[config.mk]
export PLATFORM = sky130hd
export DESIGN_NAME = master_request_fifo
export DESIGN_NICKNAME = d
export VERILOG_FILES = /design/src/rtl/xbar_pkg.sv /design/src/rtl/slave_address_decoder.sv /design/src/rtl/master_request_fifo.sv
export SDC_FILE = /design/constraint.sdc
export NUM_CORES = 1
export LEC_CHECK = 0
export BUFFER_PORTS_ARGS = -buffer_cell sky130_fd_sc_hd__buf_2
export CORE_UTILIZATION = 40
export DETAILED_ROUTE_END_ITERATION = 10
export PLACE_DENSITY_LB_ADDON = 0.08
export REMOVE_ABC_BUFFERS = 1
export SLEW_MARGIN = 10
export SYNTH_ARGS = -nofsm -noshare
export SYNTH_HDL_FRONTEND = slang
export SYNTH_SLANG_ARGS = --single-unit
[constraint.sdc]
create_clock -name ACLK -period 2.9 [get_ports ACLK]
set_input_delay 0.58 -clock ACLK [delete_from_list [all_inputs] [get_ports ACLK]]
set_output_delay 0.58 -clock ACLK [all_outputs]
set_load 0.03 [all_outputs]
[src/rtl/xbar_pkg.sv]
// Shared crossbar types: AXI field widths, address-channel request payload, dest width helper.
// No logic, no latency.
// No flow control; types only.
package xbar_pkg;

  localparam int AXI_ADDR_W  = 32;
  localparam int AXI_ID_W    = 4;
  localparam int AXI_LEN_W   = 8;
  localparam int AXI_SIZE_W  = 3;
  localparam int AXI_BURST_W = 2;

  // Head payload presented to the forward arbiters; decerr routes the request to the error path
  typedef struct packed {
    logic [AXI_ADDR_W-1:0]  addr;
    logic [AXI_ID_W-1:0]    id;
    logic [AXI_LEN_W-1:0]   len;
    logic [AXI_SIZE_W-1:0]  size;
    logic [AXI_BURST_W-1:0] burst;
    logic                   decerr;
  } req_t;

  // A single-slave crossbar still carries a 1-bit destination field
  function automatic int dest_width(input int n);
    return (n > 1) ? $clog2(n) : 1;
  endfunction

endpackage

[src/rtl/slave_address_decoder.sv]
// Maps the slave-select address field to a destination slave index and a decode-error flag.
// Combinational, zero latency.
// No flow control; caller supplies only the select field.
module slave_address_decoder
  import xbar_pkg::*;
#(
  parameter int slaves = 2
) (
  input  logic [dest_width(slaves)-1:0] i_sel,
  output logic [dest_width(slaves)-1:0] o_dest,
  output logic                          o_decerr
);

  localparam int DW = dest_width(slaves);

  // Unmapped select values are steered to the last slave, whose path answers DECERR
  assign o_decerr = (32'(i_sel) >= 32'(slaves));
  assign o_dest   = o_decerr ? DW'(slaves - 1) : i_sel;

endmodule

[src/rtl/master_request_fifo.sv]
// Per-master AXI address request queue with push-time slave decode, head fed to all forward arbiters.
// Push visible at head one cycle later (no fall-through); pop advances head one cycle later.
// AxREADY = ~full from registered count only; a full queue refuses pushes even while popping.
module master_request_fifo
  import xbar_pkg::*;
#(
  parameter int slaves        = 2,
  parameter int depth         = 4,
  parameter int addr_width    = AXI_ADDR_W,
  parameter int id_width      = AXI_ID_W,
  parameter int slave_sel_lsb = 28
) (
  input  logic                          ACLK,
  input  logic                          ARESET,
  input  logic                          AxVALID,
  output logic                          AxREADY,
  input  logic [addr_width-1:0]         AxADDR,
  input  logic [id_width-1:0]           AxID,
  input  logic [AXI_LEN_W-1:0]          AxLEN,
  input  logic [AXI_SIZE_W-1:0]         AxSIZE,
  input  logic [AXI_BURST_W-1:0]        AxBURST,
  output logic                          fifo_empty,
  output logic [dest_width(slaves)-1:0] slave_dest,
  output req_t                          head_req,
  input  logic                          pop,
  output logic [$clog2(depth+1)-1:0]    count,
  output logic                          pop_err
);

  localparam int DW = dest_width(slaves);
  localparam int PW = $clog2(depth);
  localparam int CW = $clog2(depth + 1);

  logic [PW-1:0] r_wr_ptr;
  logic [PW-1:0] r_rd_ptr;
  logic [CW-1:0] r_count;
  logic          r_pop_err;
  req_t          r_head_req;
  logic [DW-1:0] r_head_dest;
  req_t          r_mem_req  [depth];
  logic [DW-1:0] r_mem_dest [depth];

  logic          w_push;
  logic          w_pop;
  logic [PW-1:0] w_rd_ptr_nxt;
  logic [CW-1:0] w_left;
  req_t          w_new_req;
  logic [DW-1:0] w_new_dest;
  logic          w_new_decerr;
  req_t          w_head_req_nxt;
  logic [DW-1:0] w_head_dest_nxt;

  assign fifo_empty   = (r_count == '0);
  assign AxREADY      = (r_count != CW'(depth));
  assign w_push       = AxVALID & AxREADY;
  assign w_pop        = pop & ~fifo_empty;
  assign w_rd_ptr_nxt = r_rd_ptr + PW'(w_pop);
  assign w_left       = r_count - CW'(w_pop);

  slave_address_decoder #(
    .slaves (slaves)
  ) u_decoder (
    .i_sel    (AxADDR[slave_sel_lsb +: DW]),
    .o_dest   (w_new_dest),
    .o_decerr (w_new_decerr)
  );

  assign w_new_req = '{addr: AxADDR, id: AxID, len: AxLEN, size: AxSIZE,
                       burst: AxBURST, decerr: w_new_decerr};

  // Next head: surviving entry after the pop, else the entry being pushed into an empty queue, else hold
  always_comb begin
    w_head_req_nxt  = r_head_req;
    w_head_dest_nxt = r_head_dest;
    if (w_left != '0) begin
      w_head_req_nxt  = r_mem_req[w_rd_ptr_nxt];
      w_head_dest_nxt = r_mem_dest[w_rd_ptr_nxt];
    end else if (w_push) begin
      w_head_req_nxt  = w_new_req;
      w_head_dest_nxt = w_new_dest;
    end
  end

  // Storage array is not reset; only entries between the pointers are ever read
  always_ff @(posedge ACLK) begin
    if (w_push) begin
      r_mem_req[r_wr_ptr]  <= w_new_req;
      r_mem_dest[r_wr_ptr] <= w_new_dest;
    end
  end

  // Pointers, occupancy, sticky pop error and registered head outputs
  always_ff @(posedge ACLK or posedge ARESET) begin
    if (ARESET) begin
      r_wr_ptr    <= '0;
      r_rd_ptr    <= '0;
      r_count     <= '0;
      r_pop_err   <= 1'b0;
      r_head_req  <= '0;
      r_head_dest <= '0;
    end else begin
      if (w_push) r_wr_ptr <= r_wr_ptr + PW'(1);
      r_rd_ptr    <= w_rd_ptr_nxt;
      r_count     <= r_count + CW'(w_push) - CW'(w_pop);
      if (pop && fifo_empty) r_pop_err <= 1'b1;
      r_head_req  <= w_head_req_nxt;
      r_head_dest <= w_head_dest_nxt;
    end
  end

  assign head_req   = r_head_req;
  assign slave_dest = r_head_dest;
  assign count      = r_count;
  assign pop_err    = r_pop_err;

endmodule

==> implementation parameters, run 1 <==
Parameter                              Value

Clock tree
  Post-CTS setup repair buffer count ... 0
  Post-cts resize count ... 0
  Clock Tree Buf Depth ... 3
  Number of buffers inserted during clock tree synthesis ... 27
  H-tree levels ... 1
  Number of sinks handled by clock tree synthesis ... 253
  Clock latency at the later pin of the worst-skew pair ... 520 ps
  Cell at the root of the clock tree ... sky130_fd_sc_hd__clkbuf_16
  Clock-pin slew on the worst setup and hold paths ... 60 ps
  Number of hold buffers added after cts ... 0
  TritonCTS clock tree ... done

Placed design
  DP Worst Slack ... 244 ps
  Number of placed instances, taps included ... 887
  Port-buffer cells ... 108
  DP Wirelength ... 11700 um
  Weighted congestion reported at the end of routability-driven placement ... 0.703

Die
  FP Rows ... 56
  Core box area ... 0.0235 mm^2
  Initial Util ... 41.0%
  Die Wd ... 157 um
  Top-level I/O count ... 110
  Area of the die ... 0.0247 mm^2
  Die Ht ... 157 um

Worst hold path
  Class of the tightest hold or removal check ... in -> async

Yosys
  Top cell type by total area after synthesis ... sky130_fd_sc_hd__edfxtp_1
  Avg Cell Area, Syn ... 20.7 um^2
  Post-synthesis cell count ... 467
  Main area contributors after synthesis ... sky130_fd_sc_hd__edfxtp_1, sky130_fd_sc_hd__dfrtp_1, sky130_fd_sc_hd__mux4_2
  Synthesized cell area ... 0.00965 mm^2
  Ys Warns ... 0
  Count of distinct cell types in the synthesized netlist ... 29
  Async S/R FF share, synth ... 22.5%
  Fraction of synthesized cell area taken by the top area cell type ... 61.0%
  Main flop type after synthesis ... sky130_fd_sc_hd__edfxtp_1
  Sequential share of the synthesized area ... 75.8%
  Flip-flop and latch count after synthesis ... 253
  EDFF count, synth ... 196

Worst setup path
  Maximum cell stage delay along the critical path ... 510 ps
  Maximum fanout encountered on the critical timing path ... 12
  Kind of capture point of the worst setup path ... flop
  Kind of critical path ... reg -> reg
  Buf/Inv on CP ... 1
  Critical path required time ... 3290 ps
  Cell family with the largest share of critical-path delay ... simple AND/OR/NAND/NOR gates
  Crit-path cells ... nor3_1 > nor2_1 > ha_4 > buf_12 > mux4_2 > nor2b_1 > a221o_1
  Signal arrival time at the worst endpoint ... 3010 ps
  Category of the worst setup path launch point ... flop
  Max stage delay cell, worst path ... sky130_fd_sc_hd__mux4_2

STA
  Number of hold violations in the final report ... 0
  Peak Freq ... 0.381 GHz
  Time the worst path needs with I/O delays and setup ... 2620 ps
  Slew Viols, Final ... 0
  Worst slew margin relative to its limit ... 45.8%
  Unrepaired setup endpoints after global routing ... false
  Transition at the pin with the smallest max-transition slack ... 812 ps
  PnR worst setup slack ... 277 ps
  Final setup vio count ... 0
  WHS ... 211 ps
  Period utilisation layout ... 90.5%
  Setup Skew ... 12.9 ps

Cells and area
  Filler Cells Inserted ... 1999
  Synth-to-layout area growth ... 20.7%
  Share of final-layout standard cells stronger than drive strength 1 ... 37.9%
  Non-filler cells in the finished layout ... 937
  Area taken by multi-input logic gates ... 0.00221 mm^2
  FF/Latch Area ... 0.00731 mm^2
  Final net count ... 658

Routing
  Count of antenna-violating nets left after detailed routing ... 0
  Routed wirelength normalized by instance count ... 22.2 um
  Detailed-routing iteration count for the pre-antenna-repair pass ... 6
  Via count normalized by instance count ... 5.26
  Number of remaining DRC errors ... 0
  Overall via count from detail_route ... 4933
  Number of DRC markers in iteration 0 ... 275
  Drt total wl ... 20800 um

Power and ir drop
  Leakage Power ... 4.25 nW
  Worst-case vdd ir drop ... 0.638 mV
  Power density cells ... 1230 mW/mm^2

Global route
  Total gr overflow ... 0
  Number of global-route vias before repair ... 5348
  Pin count of the biggest net entering global routing ... 51
  Number of antenna violations at the first check in global routing ... 1
  First-pass GRT wire length ... 31900 um
  Total Routing Usage GR ... 17.5%

Job
  Max Cap Viol ... 0

Outcome
  Outcome ... complete, no violations
-- layout make-up --
type / count / area share, %
Tap cell: 319 / 3.43
Sequential cell: 253 / 62.8
Clock inverter: 12 / 0.806
Multi-Input combinational cell: 177 / 19.0
Antenna cell: 1 / 0.0215
Clock buffer: 37 / 6.55
Timing Repair Buffer: 130 / 7.13
Inverter: 8 / 0.258
-- synthesized netlist by cell type, types with 3 or more instances --
master                     number
sky130_fd_sc_hd__clkbuf_1       8
sky130_fd_sc_hd__a221o_1       48
sky130_fd_sc_hd__inv_1          7
sky130_fd_sc_hd__mux4_2        49
sky130_fd_sc_hd__edfxtp_1     196
sky130_fd_sc_hd__nor2b_1       49
sky130_fd_sc_hd__nor2_1         3
sky130_fd_sc_hd__ha_1           7
sky130_fd_sc_hd__and3_1         5
sky130_fd_sc_hd__dfrtp_1       57
sky130_fd_sc_hd__buf_2         15
-- metrics by stage --
step           total power, mW  TNS (ps)  area (um^2)  util (%)
2_1_floorplan             9.31   -110800         9500         -
3_3_place_gp              11.1         0        10800      45.8
3_5_place_dp              11.2         0        10800      45.8
4_1_cts                   14.5         0        11600      49.5
5_1_grt                   15.1         0        11600      49.5
6_report                  14.3         0        11600      49.5
-- power by group --
part / total [mW] / internal, mW / switching (mW)
Clock: 3.27 / 1.93 / 1.34
Sequential: 5.37 / 4.98 / 0.388
Combinational: 5.64 / 2.62 / 3.02
Total: 14.3 / 9.53 / 4.75
-- layer usage --
layer / share of wire [%] / vias to the layer above / GRT usage, %
met2: 51 / 100 / 29.9
met4: 1.3 / 0 / 3.74
li1: - / 2161 / -
met3: 3.9 / 22 / 3.08
met1: 44 / 2650 / 23.4
met5: 0 / - / 0
-- worst reg2reg max path, cell delays in order, from the launching register on --
cell and delay, ps:
sky130_fd_sc_hd__dfrtp_1 470, sky130_fd_sc_hd__nor3_1 280, sky130_fd_sc_hd__nor2_1 130, sky130_fd_sc_hd__ha_4 470, sky130_fd_sc_hd__buf_12 220, sky130_fd_sc_hd__mux4_2 510
sky130_fd_sc_hd__nor2b_1 150, sky130_fd_sc_hd__a221o_1 270
-- path summary, 6_finish.rpt --
| check | start | to | slack [ps] | cells after the start |
|---|---|---|---|---|
| max in group asynchronous | ARESET | head_req[17] | 1950 | 3 |
| hold reg to reg | pop_err | pop_err | 470 | 1 |
| hold / removal | ARESET | head_req[38] | 210 | 2 |
| setup / recovery | count[2] | head_req[1] | 280 | 7 |
| min in group ACLK | AxADDR[20] | r_mem_req[3][37] | 290 | 1 |
| setup reg to reg | count[2] | head_req[1] | 280 | 7 |
-- registers in the layout, indices dropped and copies added (netlist names) --
name       count
count          3
head_req      49
pop_err        1
r_mem_req    196
r_rd_ptr       2
r_wr_ptr       2
-- cells in the final DEF, fill, tap and decap left out, drive strengths merged --
cell | synthesis | final
edfxtp | 196 | 196
fa | 1 | 1
conb | 1 | 1
mux2 | 1 | 1
clkinvlp | 0 | 2
dfrtp | 57 | 57
diode | 0 | 1
ha | 7 | 7
mux4 | 49 | 49
a221o | 48 | 48
xor2 | 2 | 2
and3 | 5 | 5
nor2b | 49 | 49
inv | 8 | 9
clkbuf | 9 | 37
a211oi | 1 | 1
xnor2 | 2 | 2
nor3 | 2 | 2
nor2 | 3 | 3
buf | 20 | 130
a21o | 2 | 2
a211o | 1 | 1
nand2 | 1 | 1
nor3b | 1 | 1
bufinv | 0 | 1
clkinv | 0 | 8
and2 | 1 | 1
-- cell families (layout without fill, tap and decap cells) --
logic type               count (synthesis)  in the layout  share of synthesized area [%]
AO/OA/AOI/OAI                           52             52                           5.30
XOR/XNOR                                 4              4                          0.363
adder cells (fa/ha/maj)                  8              8                           1.12
buffers and inverters                   37            187                           1.88
flip-flops                             253            253                           75.8
multiplexers                            50             50                           11.6
other                                    1              2                         0.0389
AND/OR/NAND/NOR                         62             62                           3.96
Power figures use the tool's default switching activity.
==> run 2: changes to the inputs <==
--- a/config.mk
+++ b/config.mk
@@ -5,10 +5,10 @@
 export SDC_FILE = /design/constraint.sdc
 export NUM_CORES = 1
 export LEC_CHECK = 0
+export ABC_AREA = 1
 export BUFFER_PORTS_ARGS = -buffer_cell sky130_fd_sc_hd__buf_2
 export CORE_UTILIZATION = 40
 export DETAILED_ROUTE_END_ITERATION = 10
-export PLACE_DENSITY_LB_ADDON = 0.08
 export REMOVE_ABC_BUFFERS = 1
 export SLEW_MARGIN = 10
 export SYNTH_ARGS = -nofsm -noshare
==> implementation parameters, run 2 <==
Parameter                              Value

Cells and area
  Share of the core filled with cells in the final layout ... 47.9% (-1.5 points)
  FF/Latch Area ... 0.00731 mm^2 (unchanged)
  Register with the most flip-flops ... r_mem_req
  Final net count ... 1165 (+77%)
  Synth-to-layout area growth ... 16.5%
  Commonest non-fill, non-tap cells in the layout ... sky130_fd_sc_hd__nand2_1, sky130_fd_sc_hd__edfxtp_1, sky130_fd_sc_hd__buf_2, sky130_fd_sc_hd__dfrtp_1
  Area taken by multi-input logic gates ... 0.00280 mm^2 (+26%)
  Most common library cell in the layout ignoring fill and taps ... sky130_fd_sc_hd__nand2_1
  Number of flip-flops in the largest register ... 196 (unchanged)
  Final antenna diode count ... 0 (-1)
  Share of final-layout standard cells stronger than drive strength 1 ... 16.8% (-21 points)
  Filler Cells Inserted ... 2329 (+17%)

Yosys
  Fraction of synthesized cell area taken by the top area cell type ... 56.1% (-4.9 points)
  Most instantiated cells after synthesis ... sky130_fd_sc_hd__nand2_1, sky130_fd_sc_hd__edfxtp_1, sky130_fd_sc_hd__dfrtp_1
  Ys Warns ... 0 (unchanged)
  Sequential share of the synthesized area ... 69.7% (-6.1 points)
  Async S/R FF share, synth ... 22.5% (unchanged)
  Count of distinct cell types in the synthesized netlist ... 23 (-21%)
  Most numerous cell in the Yosys netlist ... sky130_fd_sc_hd__nand2_1
  EDFF count, synth ... 196 (unchanged)
  Post-synthesis cell count ... 996 (+110%)
  Top cell type by total area after synthesis ... sky130_fd_sc_hd__edfxtp_1
  Avg Cell Area, Syn ... 10.5 um^2 (-49%)
  Main flop type after synthesis ... sky130_fd_sc_hd__edfxtp_1
  Flip-flop and latch count after synthesis ... 253 (unchanged)
  Main area contributors after synthesis ... sky130_fd_sc_hd__edfxtp_1, sky130_fd_sc_hd__nand2_1, sky130_fd_sc_hd__dfrtp_1
  Synthesized cell area ... 0.0105 mm^2 (+8.7%)

Power and ir drop
  Worst-case vdd ir drop ... 0.623 mV (-2.4%)
  Power share of the clock group ... 22.0% (-0.9 points)
  Internal Power ... 8.63 mW (-9.4%)
  Power density cells ... 1200 mW/mm^2 (-1.9%)
  Switching part of the total power ... 41.2% (+8.0 points)
  Leakage Power ... 5.34 nW (+26%)
  Total net switching power ... 6.06 mW (+27%)
  Share of total power in combinational logic ... 41.9% (+2.4 points)
  Sequential cell fraction of total power ... 36.1% (-1.5 points)

Routing
  Number of DRC markers in iteration 0 ... 461 (+68%)
  Drt total wl ... 24300 um (+17%)
  Detailed-routing iteration count for the pre-antenna-repair pass ... 5 (-1)
  Via count normalized by instance count ... 4.86 (-7.7%)
  Count of antenna-violating nets left after detailed routing ... 0 (unchanged)
  Routed wirelength normalized by instance count ... 16.7 um (-25%)
  Overall via count from detail_route ... 7067 (+43%)
  Number of remaining DRC errors ... 0 (unchanged)

Worst hold path
  Class of the tightest hold or removal check ... in -> async

Worst setup path
  Crit-path cells ... nor2_2 > inv_1 > nor2_1 > nor2_1 > ha_4 > buf_12 > nand2_1 > nand2_1 > nand2_1 > nand2_1 > nand2_1 > a21oi_1
  Reg2reg end ... head_req[30]
  Number of cells on the worst reg-to-reg path ... 12 (+5)
  Maximum cell stage delay along the critical path ... 420 ps (-90 ps)
  Kind of capture point of the worst setup path ... flop
  Worst r2r src ... count[2]
  Critical path required time ... 3360 ps (+70 ps)
  Buf/Inv on CP ... 2 (+1)
  Cell family with the largest share of critical-path delay ... simple AND/OR/NAND/NOR gates
  Maximum fanout encountered on the critical timing path ... 99 (+87)
  Worst path depth ... 12 (+5)
  Max stage delay cell, worst path ... sky130_fd_sc_hd__dfrtp_1
  Signal arrival time at the worst endpoint ... 2790 ps (-220 ps)
  Category of the worst setup path launch point ... flop
  Timing startpoint of the critical path ... count[2]
  CP most frequent cell ... sky130_fd_sc_hd__nand2_1
  Register-to-register setup slack ... 560 ps (+280 ps)
  Worst setup path end ... head_req[30]
  Kind of critical path ... reg -> reg

Outcome
  Outcome ... complete, no violations

Clock tree
  Cell at the root of the clock tree ... sky130_fd_sc_hd__clkbuf_16
  Number of sinks handled by clock tree synthesis ... 253 (unchanged)
  H-tree levels ... 1 (unchanged)
  Clock latency at the later pin of the worst-skew pair ... 530 ps (about the same)
  Post-CTS setup repair buffer count ... 0 (unchanged)
  Post-cts resize count ... 0 (unchanged)
  Clock-pin slew on the worst setup and hold paths ... 60 ps (about the same)
  Number of hold buffers added after cts ... 0 (unchanged)
  TritonCTS clock tree ... done
  Clock Tree Buf Depth ... 3 (unchanged)
  Number of buffers inserted during clock tree synthesis ... 27 (unchanged)

Die
  Die Wd ... 164 um (+4.2%)
  Initial Util ... 41.2% (+0.19 points)
  Die Ht ... 164 um (+4.2%)
  FP Rows ... 58 (+3.6%)
  Core box area ... 0.0255 mm^2 (+8.2%)
  Area of the die ... 0.0269 mm^2 (+8.6%)
  Top-level I/O count ... 110 (unchanged)

Global route
  Global-route met3 utilization ... 2.83% (-0.26 points)
  Number of global-route vias before repair ... 6744 (+26%)
  Total gr overflow ... 0 (unchanged)
  Met2 Use GR ... 30.6% (+0.73 points)
  Total Routing Usage GR ... 18.7% (+1.2 points)
  Pin count of the biggest net entering global routing ... 100 (+96%)
  Most used routing layer ... met2
  First-pass GRT wire length ... 38300 um (+20%)
  Number of antenna violations at the first check in global routing ... 2 (+1)
  GR Layer Usage met1 ... 26.1% (+2.7 points)

STA
  Period utilisation layout ... 80.7% (-9.8 points)
  Slew Viols, Final ... 0 (unchanged)
  Time the worst path needs with I/O delays and setup ... 2340 ps (-284 ps)
  Number of hold violations in the final report ... 0 (unchanged)
  Final setup vio count ... 0 (unchanged)
  Peak Freq ... 0.427 GHz (+12%)
  Transition at the pin with the smallest max-transition slack ... 737 ps (-75.5 ps)
  Setup Skew ... 6.98 ps (-5.91 ps)
  Worst slew margin relative to its limit ... 50.9% (+5.1 points)
  Unrepaired setup endpoints after global routing ... false
  Setup TNS ... 0 ps (unchanged)

Placed design
  DP Wirelength ... 13600 um (+17%)
  Port-buffer cells ... 108 (unchanged)
  Weighted congestion reported at the end of routability-driven placement ... 0.710 (+1.0%)

Job
  Max Cap Viol ... 0 (unchanged)
[run 2: final cells by class]
cell class / instances / share of cell area (%)
multi-input combinational: 668 / 22.9
sequential: 253 / 59.9
tap: 330 / 3.38
clock inverter: 11 / 0.697
clock buffer: 39 / 6.06
timing repair buffer: 133 / 6.37
inverter: 21 / 0.676
[run 2: cell families (layout without fill, tap and decap cells)]
kind of cell	count (synthesis)	after routing	synth area share (%)
adders and majority gates	8	8	1.03
xor gates and xnor gates	2	2	0.167
DFF	253	253	69.7
and+or+nand+nor	553	553	19.9
AOI/OAI and AO/OA	104	104	5.11
buffers and inverters	75	204	4.04
other	1	1	0.0358
[run 2: worst reg2reg max path, delay by kind of cell, from the launching register on]
kind	cells	cell delay [ps]
AND/OR/NAND/NOR	8	950
buffers and inverters	2	440
flip-flops	1	420
adder cells (fa/ha/maj)	1	300
AO/OA/AOI/OAI	1	160
[run 2: per-stage QoR]
stage          setup slack [ps]  area [um^2]  power (mW)  instances  hold WS [ps]
3_5_place_dp                569        11400        11.6       1405           461
3_3_place_gp                589        11400        11.5       1405           461
2_1_floorplan             -1560        10100        9.50        942           557
4_1_cts                     559        12200        14.9       1455          26.4
5_1_grt                     296        12200        15.8       1455          30.2
6_report                    560        12200        14.7       1455          30.1
[run 2: worst min path at each step]
| stage | startpoint | end | slack, ps | cells after the start |
|---|---|---|---|---|
| after floorplan | r_wr_ptr[1] | r_wr_ptr[1] | 560 | 2 |
| after global placement | pop_err | pop_err | 460 | 1 |
| after CTS | ARESET | head_req[15] | 30 | 2 |
| final | ARESET | head_req[15] | 30 | 2 |
| after detailed placement | head_req[49] | head_req[49] | 460 | 2 |
| after global routing | ARESET | head_req[15] | 30 | 2 |
[run 2: layer usage]
layer / vias up / share of wire [%]
met4: 4 / 1.4
li1: 3478 / -
met2: 149 / 48
met1: 3411 / 46
met3: 25 / 4.6
met5: - / 0.082
[run 2: power by group through the flow]
stage | registers [mW] | clock network (mW) | logic (mW)
after global routing | 5.40 | 3.43 | 6.96
after global placement | 5.37 | 0 | 6.15
final | 5.31 | 3.23 | 6.16
after CTS | 5.31 | 3.29 | 6.26
after detailed placement | 5.38 | 0 | 6.23
after floorplan | 6.09 | 0 | 3.40
==> run 3: changes to the inputs <==
==> constraint.sdc (replaced) <==
create_clock -name ACLK -period 2.2 [get_ports ACLK]
set_input_delay 0.44 -clock ACLK [delete_from_list [all_inputs] [get_ports ACLK]]
set_output_delay 0.44 -clock ACLK [all_outputs]
set_load 0.03 [all_outputs]
==> implementation parameters, run 3 (synthesis results as in run 2) <==
Parameter                              Value

Placed design
  DP Wirelength ... 14000 um (+2.9%)
  Weighted congestion reported at the end of routability-driven placement ... 0.719 (+1.3%)
  Port-buffer cells ... 108 (unchanged)

Cells and area
  Final antenna diode count ... 0 (unchanged)
  Number of flip-flops in the largest register ... 196 (unchanged)
  Final net count ... 1173 (+0.69%)
  Share of the core filled with cells in the final layout ... 48.9% (+0.91 points)
  Synth-to-layout area growth ... 18.7%
  Share of final-layout standard cells stronger than drive strength 1 ... 17.3% (+0.50 points)
  Commonest non-fill, non-tap cells in the layout ... sky130_fd_sc_hd__nand2_1, sky130_fd_sc_hd__edfxtp_1, sky130_fd_sc_hd__buf_2, sky130_fd_sc_hd__dfrtp_1, sky130_fd_sc_hd__a21oi_1
  Register with the most flip-flops ... r_mem_req
  Most common library cell in the layout ignoring fill and taps ... sky130_fd_sc_hd__nand2_1

Worst setup path
  Maximum cell stage delay along the critical path ... 430 ps (about the same)
  Category of the worst setup path launch point ... flop
  Crit-path cells ... nor2_2 > inv_1 > nor2_2 > nor2_1 > ha_4 > inv_4 > buf_12 > nand2_1 > nand2_1 > nand2_1 > nand2_1 > o21ai_1 > nand2_1
  Kind of critical path ... reg -> reg
  Maximum fanout encountered on the critical timing path ... 47 (-53%)
  Worst r2r src ... count[1]
  CP most frequent cell ... sky130_fd_sc_hd__nand2_1
  Register-to-register setup slack ... 160 ps (-400 ps)
  Kind of capture point of the worst setup path ... flop
  Signal arrival time at the worst endpoint ... 2450 ps (-340 ps)
  Reg2reg end ... head_req[49]
  Critical path required time ... 2610 ps (-750 ps)
  Max stage delay cell, worst path ... sky130_fd_sc_hd__dfrtp_1
  Number of cells on the worst reg-to-reg path ... 13 (+1)

Global route
  Pin count of the biggest net entering global routing ... 56 (-44%)
  Total Routing Usage GR ... 18.8% (+0.10 points)
  Number of antenna violations at the first check in global routing ... 3 (+1)
  First-pass GRT wire length ... 38200 um (-0.13%)
  Total gr overflow ... 0 (unchanged)
  Number of global-route vias before repair ... 6883 (+2.1%)

STA
  Setup Skew ... 10.4 ps (+3.38 ps)
  Final setup vio count ... 0 (unchanged)
  Unrepaired setup endpoints after global routing ... false
  Peak Freq ... 0.491 GHz (+15%)
  Worst slew margin relative to its limit ... 64.1% (+13 points)
  Number of hold violations in the final report ... 0 (unchanged)
  Setup TNS ... 0 ps (unchanged)
  Transition at the pin with the smallest max-transition slack ... 538 ps (-199 ps)
  Time the worst path needs with I/O delays and setup ... 2040 ps (-304 ps)
  Period utilisation layout ... 92.5% (+12 points)
  Slew Viols, Final ... 0 (unchanged)

Worst hold path
  Hold Crit Start ... AxADDR[9]
  Hold Crit Endpoint ... r_mem_req[3][26]
  Hold Path Stages ... 1
  Class of the tightest hold or removal check ... in -> reg

Routing
  Count of antenna-violating nets left after detailed routing ... 0 (unchanged)
  Overall via count from detail_route ... 7129 (+0.88%)
  Number of remaining DRC errors ... 0 (unchanged)
  Detailed-routing iteration count for the pre-antenna-repair pass ... 4 (-1)
  Routed wirelength normalized by instance count ... 16.6 um (-0.58%)
  Number of DRC markers in iteration 0 ... 471 (+2.2%)
  Via count normalized by instance count ... 4.87 (+0.33%)
  Drt total wl ... 24300 um (about the same)

Die
  Top-level I/O count ... 110 (unchanged)
  Initial Util ... 41.2% (unchanged)
  Core box area ... 0.0255 mm^2 (unchanged)
  Die Ht ... 164 um (unchanged)
  FP Rows ... 58 (unchanged)
  Die Wd ... 164 um (unchanged)
  Area of the die ... 0.0269 mm^2 (unchanged)

Clock tree
  Number of buffers inserted during clock tree synthesis ... 28 (+3.7%)
  Clock Tree Buf Depth ... 3 (unchanged)
  Post-CTS setup repair buffer count ... 0 (unchanged)
  H-tree levels ... 1 (unchanged)
  Clock-pin slew on the worst setup and hold paths ... 60 ps (about the same)
  Clock latency at the later pin of the worst-skew pair ... 530 ps (about the same)
  TritonCTS clock tree ... done
  Number of sinks handled by clock tree synthesis ... 253 (unchanged)
  Cell at the root of the clock tree ... sky130_fd_sc_hd__clkbuf_16

Power and ir drop
  Leakage Power ... 5.43 nW (+1.7%)
  Power density cells ... 1600 mW/mm^2 (+33%)
  Total power after layout ... 20.0 mW (+36%)
  Worst-case vdd ir drop ... 0.812 mV (+30%)

Outcome
  Outcome ... complete, no violations

Job
  Max Cap Viol ... 0 (unchanged)
-- run 3: layout make-up --
| cell class | instances | area [um^2] |
|---|---|---|
| clock buffers | 41 | 791 |
| fillers | 2317 | 13000 |
| multi-input cells | 668 | 2800 |
| well taps | 330 | 413 |
| clock inverters | 10 | 103 |
| inverters | 21 | 82.6 |
| repair buffers | 140 | 941 |
| flip-flops and latches | 253 | 7310 |
-- run 3: per-stage QoR --
stage | cells | setup WS [ps] | instance area [um^2] | hold WS [ps]
final | 1463 | 165 | 12400 | 137
after global placement | 1411 | 136 | 11500 | 457
after CTS | 1463 | 103 | 12400 | 116
after detailed placement | 1411 | 118 | 11500 | 461
after global routing | 1463 | 24.8 | 12400 | 125
after floorplan | 942 | -2260 | 10100 | 539
-- run 3: worst max path at each step --
stage	startpoint	to	slack, ps	depth (start not counted)
final	count[1]	head_req[49]	160	13
after global routing	count[2]	head_req[30]	20	12
after CTS	count[2]	head_req[20]	100	12
after detailed placement	count[2]	head_req[12]	120	12
after global placement	count[2]	head_req[49]	140	13
after floorplan	count[2]	head_req[11]	-2260	12
-- run 3: routing by layer --
| metal | track usage [%] | vias up | wire length, um |
|---|---|---|---|
| li1 | - | 3503 | - |
| met1 | 25.6 | 3418 | 11000 |
| met2 | 31.0 | 168 | 11700 |
| met3 | 3.03 | 36 | 1140 |
| met4 | 5.22 | 4 | 440 |
| met5 | 0 | - | 21 |
-- run 3: timing repair --
item                                    CTS  global route
hold endpoints to repair                 24             0
gates resized for setup                   0             2
endpoints found under the setup margin    0            17
hold buffers                              1             0
-- run 3: where the power goes --
part	total [mW]	switching, mW	internal [mW]
combinational	8.46	5.78	2.68
clock	4.51	1.80	2.71
sequential	7.00	0.470	6.53
total	20.0	8.05	11.9
-- run 3: critical path: cells and delay by family, from the launching register on --
kind | cells | cell delay, ps
buffers and inverters | 3 | 310
flip-flops | 1 | 430
adder cells (fa/ha/maj) | 1 | 340
AND/OR/NAND/NOR | 8 | 660
AO/OA/AOI/OAI | 1 | 160
